### config.mk
export PLATFORM = sky130hd
export DESIGN_NAME = host_specific_top_tx_to_host
export DESIGN_NICKNAME = d
export VERILOG_FILES = /design/src/rtl/wic_link_pkg.sv /design/src/rtl/bluetooth_decoder.sv /design/src/rtl/host_specific_top_tx_to_host.sv
export SDC_FILE = /design/constraint.sdc
export NUM_CORES = 1
export LEC_CHECK = 0
export ABC_AREA = 1
export ABC_CLOCK_PERIOD_IN_PS = 2100
export BUFFER_PORTS_ARGS = -buffer_cell sky130_fd_sc_hd__clkbuf_2
export CORE_AREA = 5 5 457 459
export DETAILED_ROUTE_END_ITERATION = 10
export DIE_AREA = 0 0 462 464
export GPL_TIMING_DRIVEN = 0
export MAX_ROUTING_LAYER = met4
export PLACE_DENSITY_LB_ADDON = 0.2
export SLEW_MARGIN = 20
export SYNTH_ARGS = -nofsm -noshare
export SYNTH_HDL_FRONTEND = slang
export SYNTH_SLANG_ARGS = --single-unit
### constraint.sdc
create_clock -name clk -period 2.1 [get_ports clk]
set_clock_uncertainty 0.2 [all_clocks]
set_input_delay 0.525 -clock clk [delete_from_list [all_inputs] [get_ports clk]]
set_output_delay 0.525 -clock clk [all_outputs]
set_load 0.1 [all_outputs]
### src/rtl/wic_link_pkg.sv
// Shared constants, FSM state encoding and frame-building helpers for the
// BLE-to-UART host link.
package wic_link_pkg;

  localparam logic [15:0] BLE_SYNC      = 16'hA55A;
  localparam logic [15:0] UART_SOF      = 16'h5AA5;
  localparam logic [3:0]  BLE_CMD_RX    = 4'h2;
  localparam logic [15:0] UART_RSP_DATA = 16'h0004;
  localparam logic [15:0] OTP_KEY       = 16'hC3A5;
  localparam logic [7:0]  BLE_MAX_LEN   = 8'd4;

  typedef enum logic [2:0] {
    IDLE   = 3'd0,
    CHECK  = 3'd1,
    DEC_LO = 3'd2,
    DEC_HI = 3'd3,
    FRAME  = 3'd4
  } state_e;

  // Payload byte 0 sits in bits [31:24]; bytes at or beyond len are cleared.
  function automatic logic [31:0] maskPayload(input logic [31:0] payload,
                                              input logic [7:0]  len);
    logic [31:0] keep;
    keep = {{8{len > 8'd0}}, {8{len > 8'd1}}, {8{len > 8'd2}}, {8{len > 8'd3}}};
    return payload & keep;
  endfunction

  function automatic logic [1023:0] buildFrame(input logic [7:0]  len,
                                               input logic [31:0] payload);
    logic [1023:0] frame;
    frame            = '0;
    frame[1023:1008] = UART_SOF;
    frame[1007:992]  = UART_RSP_DATA;
    frame[991:984]   = len;
    frame[983:952]   = maskPayload(payload, len);
    return frame;
  endfunction

endpackage

### src/rtl/bluetooth_decoder.sv
// Combinational header/checksum validation of a registered BLE packet.
// The checksum comparison is only active when CHECKSUM_EN is defined.
module bluetooth_decoder
  import wic_link_pkg::*;
(
  input  logic [143:0] pkt_i,
  output logic         pktOk_o,
  output logic         pktErr_o
);

  logic hdrOk;
  logic csumOk;
  logic unused_pad;

  assign unused_pad = ^pkt_i[79:16];

  assign hdrOk = (pkt_i[143:128] == BLE_SYNC)   &&
                 (pkt_i[127:124] == BLE_CMD_RX) &&
                 (pkt_i[123:120] == 4'h0)       &&
                 (pkt_i[119:112] <= BLE_MAX_LEN);

`ifdef CHECKSUM_EN
  logic [15:0] csumSum;
  assign csumSum = pkt_i[143:128] + pkt_i[127:112] + pkt_i[111:96] + pkt_i[95:80];
  assign csumOk  = (csumSum == pkt_i[15:0]);
`else
  // Without the checksum feature the payload words and checksum field play no part in validation.
  logic unused_csum;
  assign unused_csum = ^{pkt_i[111:80], pkt_i[15:0]};
  assign csumOk      = 1'b1;
`endif

  assign pktOk_o  = hdrOk && csumOk;
  assign pktErr_o = ~pktOk_o;

endmodule

### src/rtl/host_specific_top_tx_to_host.sv
// Accepts a BLE packet, validates it, OTP-decrypts the payload and emits a
// host UART frame. Checksum validation is enabled by defining CHECKSUM_EN.
module host_specific_top_tx_to_host
  import wic_link_pkg::*;
(
  input  logic          clk,
  input  logic          reset,
  input  logic [143:0]  ble_packet,
  input  logic          packet_valid,
  input  logic          encrypt_decrypt_passthrough,
  output logic [1023:0] uart_frame,
  output logic          frame_valid,
  output logic          error,
  output logic          done
);

  state_e         state_q, state_d;
  logic [143:0]   pkt_q, pkt_d;
  logic           pass_q, pass_d;
  logic [31:0]    payload_q, payload_d;
  logic [1023:0]  uartFrame_q, uartFrame_d;
  logic           frameValid_q, frameValid_d;
  logic           error_q, error_d;
  logic           done_q, done_d;
  logic           chkOk;
  logic           chkErr;

  bluetooth_decoder u_decoder (
    .pkt_i   (pkt_q),
    .pktOk_o (chkOk),
    .pktErr_o(chkErr)
  );

  always_ff @(posedge clk or negedge reset) begin
    if (!reset) begin
      state_q      <= IDLE;
      pkt_q        <= '0;
      pass_q       <= 1'b0;
      payload_q    <= '0;
      uartFrame_q  <= '0;
      frameValid_q <= 1'b0;
      error_q      <= 1'b0;
      done_q       <= 1'b1;
    end else begin
      state_q      <= state_d;
      pkt_q        <= pkt_d;
      pass_q       <= pass_d;
      payload_q    <= payload_d;
      uartFrame_q  <= uartFrame_d;
      frameValid_q <= frameValid_d;
      error_q      <= error_d;
      done_q       <= done_d;
    end
  end

  // Payload is captured at accept so the decrypt states can work on it in place.
  always_comb begin
    state_d      = state_q;
    pkt_d        = pkt_q;
    pass_d       = pass_q;
    payload_d    = payload_q;
    uartFrame_d  = uartFrame_q;
    frameValid_d = 1'b0;
    error_d      = error_q;
    done_d       = done_q;

    case (state_q)
      IDLE: begin
        if (packet_valid) begin
          state_d   = CHECK;
          pkt_d     = ble_packet;
          pass_d    = encrypt_decrypt_passthrough;
          payload_d = ble_packet[111:80];
          error_d   = 1'b0;
          done_d    = 1'b0;
        end
      end
      CHECK: begin
        if (chkOk) begin
          state_d = DEC_LO;
        end else begin
          state_d = IDLE;
          error_d = chkErr;
          done_d  = 1'b1;
        end
      end
      DEC_LO: begin
        if (!pass_q) payload_d[31:16] = payload_q[31:16] ^ OTP_KEY;
        state_d = DEC_HI;
      end
      DEC_HI: begin
        if (!pass_q) payload_d[15:0] = payload_q[15:0] ^ OTP_KEY;
        state_d = FRAME;
      end
      FRAME: begin
        uartFrame_d  = buildFrame(pkt_q[119:112], payload_q);
        frameValid_d = 1'b1;
        done_d       = 1'b1;
        state_d      = IDLE;
      end
      default: state_d = IDLE;
    endcase
  end

  assign uart_frame  = uartFrame_q;
  assign frame_valid = frameValid_q;
  assign error       = error_q;
  assign done        = done_q;

endmodule

# Yosys cells after proc, flatten, opt, wreduce, memory -nomap -nowiden
# Cells that the tools add are included.
# W data, S select, Z words.
totals:
  ff_bits: 224
  input_bits: 148
  out_inout_bits: 1027
classes:
  magnitude_cmp: 5
  eq_ne: 10
  muxes: 14
  n_bitwise: 6
  reduce_logical: 16
ops:
  columns: ["cell", "count"]
  rows:
  - ["$pmux W16 S2", 2]
  - ["$and A32 B32 Y32", 1]
  - ["$mux W16", 2]
  - ["$mux W32", 1]
  - ["$reduce_and A3 Y1", 6]
  - ["$eq A16 B16 Y1 const B", 1]
  - ["$gt A8 B1 Y1 const B", 2]
  - ["$gt A8 B2 Y1 const B", 2]
  - ["$not A8 Y8", 2]
  - ["$pmux W3 S4", 1]
  - ["$le A8 B3 Y1 const B", 1]
  - ["$ne A2 B2 Y1 const B", 4]
  - ["$eq A3 B2 Y1 const B", 2]
  - ["$reduce_bool A2 Y1", 3]
  - ["$eq A4 B2 Y1 const B", 1]
  - ["$logic_not A4 Y1", 1]
  - ["$mux W1", 4]
  - ["$eq A3 B1 Y1 const B", 1]
  - ["$eq A3 B3 Y1 const B", 1]
  - ["$logic_and A1 B1 Y1", 3]
  - ["$logic_not A3 Y1", 1]
  - ["$mux W3", 1]
  - ["$not A1 Y1", 3]
  - ["$pmux W1 S3", 1]
  - ["other kinds (4)", 4]

# Depth between registers and ports, before layout
logic_depth:
  ltp_word: 7
  depth_mapped: 9
  mapped_depth_nobuf: 9

# By module
# From an unflattened synthesis, not the netlist that was laid out.
hier_totals:
  cells_unflattened: 2073
  hier_area_um2: 16524.6
by_module_without_submodules:
  columns: ["module", "instances", "cells_each", "area_per_inst_um2"]
  rows:
  - ["host_specific_top_tx_to_host", 1, 2017, 16306.9]
  - ["bluetooth_decoder", 1, 56, 217.7]

# Worst setup path before layout
# Ideal clock, no wire load.
synth_timing:
  path_type: "register to output"
  startpoint: "reg, netlist name uart_frame[994]"
  endpoint: "out uart_frame[1008]"
  arrival_time_ns: 1.450
  required_ns: 1.375
  setup_slack_ns: -0.075
  path_stages_with_launch: 2
  n_path_buf: 1
  path_cell_list: "dfrtp_1 buf_4"
synth_lines:
  columns: ["element", "line", "text"]
  rows:
  - ["end: declaration", "host_specific_top_tx_to_host.sv:11", "output logic [1023:0] uart_frame,"]
# No word-level cell between the ends.

# Worst setup path in the final report
layout_timing:
  startpoint: "reg uartFrame_q[963], in the netlist uart_frame[963]"
  endpoint: "out uart_frame[963]"
layout_lines:
  columns: ["element", "line", "text"]
  rows:
  - ["start: declaration", "host_specific_top_tx_to_host.sv:21", "logic [1023:0] uartFrame_q, uartFrame_d;"]
  - ["start signal: assignment", "host_specific_top_tx_to_host.sv:49", "uartFrame_q <= uartFrame_d;"]
# No word-level cell between the ends.

==> metrics <==
slowest cell delay on critical path=0.50 ns; Max IR drop VDD=0.0003510 V; TNS Setup=0 ns; I/O pin total=1175; unrepaired setup endpoints after global routing=false; Worst-path clk slew=0.10 ns; PD cells=808.1 mW/mm^2; clock root buffer=clkbuf_16; Worst path slowest cell=clkbuf_2; Yosys warning total=0; H-tree depth=3; worst slew pin tran=0.6148 ns; placed instance area=0.01971 sq mm; first-pass GRT wire length=65.69 mm; remaining global-route overflow=0; Seq cells post-synth=112; Reg2Reg Setup Slack=0.15 ns; port buffer count=119; drt first-iter violations=250; Die Area=0.2144 sq mm; final hold violations=0; worst reg-to-reg path cell count=6; count of pins over their slew limit=0; Slew headroom=0.5919; reg2reg end=payload_q[14]; post-route ant nets=0; sequential power share=0.196; Critical Path RT=1.37 ns; synthesized area=0.01204 sq mm; CP endpoint=uart_frame[963]; Pre-antenna DRT Iters=4; f_max=0.4975 GHz; MaxCap Viol Count=0; buffer and inverter count on the worst path=1; Leak=11.85 nW; Max Root-Sink Buffers=2; initial antenna violation count=14; drc violations=0; synthesized area per cell=7.995 sq um; Critical Path Stages=1; switching pwr=10.85 mW; Final period util=0.9572; fin area=0.02039 sq mm; layout cell share with drive strength beyond 1=0.4523; WL final=51.64 mm; critical path start-end classification=register to primary output; fillers=23970; Worst Setup SP=uart_frame[963]; crit end category=primary output; cts bufs inserted=9; Multi-input gate area=0.005305 sq mm; RR Startpoint=state_q[2]; critical path fanouts, max=2; internal power=5.624 mW; gr usage total=0.04613; CTS Sinks=112; Seq/Total Area, Yosys=0.2329; RePlAce Congestion=0.6646; row count=166; register area=0.002805 sq mm; fin crit period=2.010 ns; Clk pwr share=0.123; CTS tree=yes; Core Area=0.2040 sq mm; Mapped Cells=1506; Routed wire per std cell=9.712 microns; NumNets Final=2763; Yosys cell types=27; Via Count=9161; Critical Path Source Type=register; worst-skew pair later-pin latency=0.42 ns; crit path DAT=1.29 ns; switch share=0.6587; Syn-to-layout area delta=69.33%; # setup viols final=0; Comb pwr share=0.681; Util after Layout=0.09996; vias in the first global route=8545; crit-path leading delay family=buffers and inverters; Tightest Hold Check Type=input pin to register; starting density of the core=0.05903; critical path cell sequence=clkbuf_2; largest net degree at the start of global routing=60; DR vias/cell=1.723; Die Y=464 microns; Tot Pwr=16.48 mW; Detailed Place HPWL=46.62 mm; DIE WIDTH=462 microns; outcome=completed
==> repair_timing <==
item	CTS	global route
setup buffers	2	0
gates resized for setup	78	21
hold endpoints to repair	53	0
pin swaps	2	0
endpoints found under the setup margin	113	35
hold buffers	1	0
==> cells in the mapped netlist <==
| library cell | instances | share of area |
|---|---|---|
| o21ai_0 | 44 | 0.018 |
| clkbuf_1 | 4 | 0.0012 |
| a21oi_1 | 1 | 0.00042 |
| nor2_2 | 2 | 0.0010 |
| dfrtp_1 | 111 | 0.23 |
| nor2_1 | 12 | 0.0037 |
| nand3_1 | 33 | 0.014 |
| inv_2 | 9 | 0.0028 |
| nand2_2 | 2 | 0.0010 |
| mux2_4 | 2 | 0.0025 |
| buf_4 | 986 | 0.61 |
| nand4_1 | 1 | 0.00052 |
| or2_2 | 1 | 0.00052 |
| conb_1 | 1 | 0.00031 |
| inv_1 | 34 | 0.011 |
| nand3_2 | 3 | 0.0025 |
| mux2_2 | 6 | 0.0056 |
| nor3_2 | 1 | 0.00083 |
| dfstp_2 | 1 | 0.0022 |
| buf_2 | 14 | 0.0058 |
| nor2_4 | 1 | 0.00094 |
| o31ai_1 | 2 | 0.0012 |
| nand2_1 | 208 | 0.065 |
| o21ai_1 | 22 | 0.0091 |
| o31ai_2 | 2 | 0.0021 |
| o21ai_2 | 1 | 0.00073 |
| buf_6 | 2 | 0.0019 |
==> cells in the final DEF (no fill, tap or decap), drive strengths merged <==
cell	n
buf	1015
conb	975
nand2	210
clkbuf	124
dfrtp	111
o21ai	67
inv	47
nand3	36
nor2	15
diode	9
mux2	8
o31ai	4
clkinv	2
nor3	1
nand4	1
a21oi	1
or2	1
dfstp	1
dlygate4sd3	1
==> routing by layer <==
layer  GRT usage  wire, microns
met1     0.04390          17430
met2     0.08244          25940
met3     0.02126           7300
met4     0.01480            969
met5           -              0
==> kinds of logic (layout without fill, tap and decap cells) <==
family	count (synthesis)	in the layout	share of synthesized area
AOI/OAI and AO/OA	72	72	0.03190
buffers and inverters	1049	1189	0.6371
DFF	112	112	0.2329
muxes	8	8	0.008105
other	1	984	0.0003115
and+or+nand+nor	264	264	0.08968
==> metrics by stage <==
stage / hold WS, ns / cells / worst slack (ns)
3_5_place_dp: 0.2667 / 5289 / -0.6128
2_1_floorplan: 0.02941 / 2480 / 0.2627
5_1_grt: 0.07121 / 5317 / 0.0005647
6_report: 0.09898 / 5317 / 0.08996
4_1_cts: 0.03930 / 5308 / 0.001217
3_3_place_gp: 0.2656 / 5287 / -2.624
==> final cells by class <==
type | count | share of cell area
inverters | 43 | 0.008285
clock buffers | 10 | 0.01172
flip-flops and latches | 112 | 0.1376
multi-input cells | 1319 | 0.2602
plain buffers | 1006 | 0.3698
diodes | 9 | 0.001105
repair buffers | 124 | 0.04290
clock inverters | 6 | 0.003437
well taps | 2688 | 0.1650
==> state kept, by name, summed over array words and instances (netlist names) <==
register / cells
done: 1
error: 1
pkt_q: 32
uart_frame: 41
frame_valid: 1
state_q: 3
pass_q: 1
payload_q: 32
==> worst min-delay path by stage <==
stage	startpoint	to	slack [ns]	cells after the start
after global placement	pkt_q[135]	pkt_q[135]	0.27	2
after global routing	ble_packet[133]	pkt_q[133]	0.07	3
after detailed placement	pkt_q[129]	pkt_q[129]	0.27	2
after floorplan	reset	error	0.03	0
final	ble_packet[133]	pkt_q[133]	0.1	3
after CTS	ble_packet[131]	pkt_q[131]	0.04	3
==> power by group through the flow <==
| stage | registers (mW) | logic [mW] | clock network (mW) |
|---|---|---|---|
| after global placement | 3.27 | 11.0 | 0 |
| after CTS | 3.24 | 11.2 | 2.25 |
| after floorplan | 3.24 | 10.0 | 0 |
| after detailed placement | 3.27 | 11.0 | 0 |
| after global routing | 3.31 | 11.8 | 2.28 |
| final | 3.23 | 11.2 | 2.02 |
(Power assumes the default switching activity.)
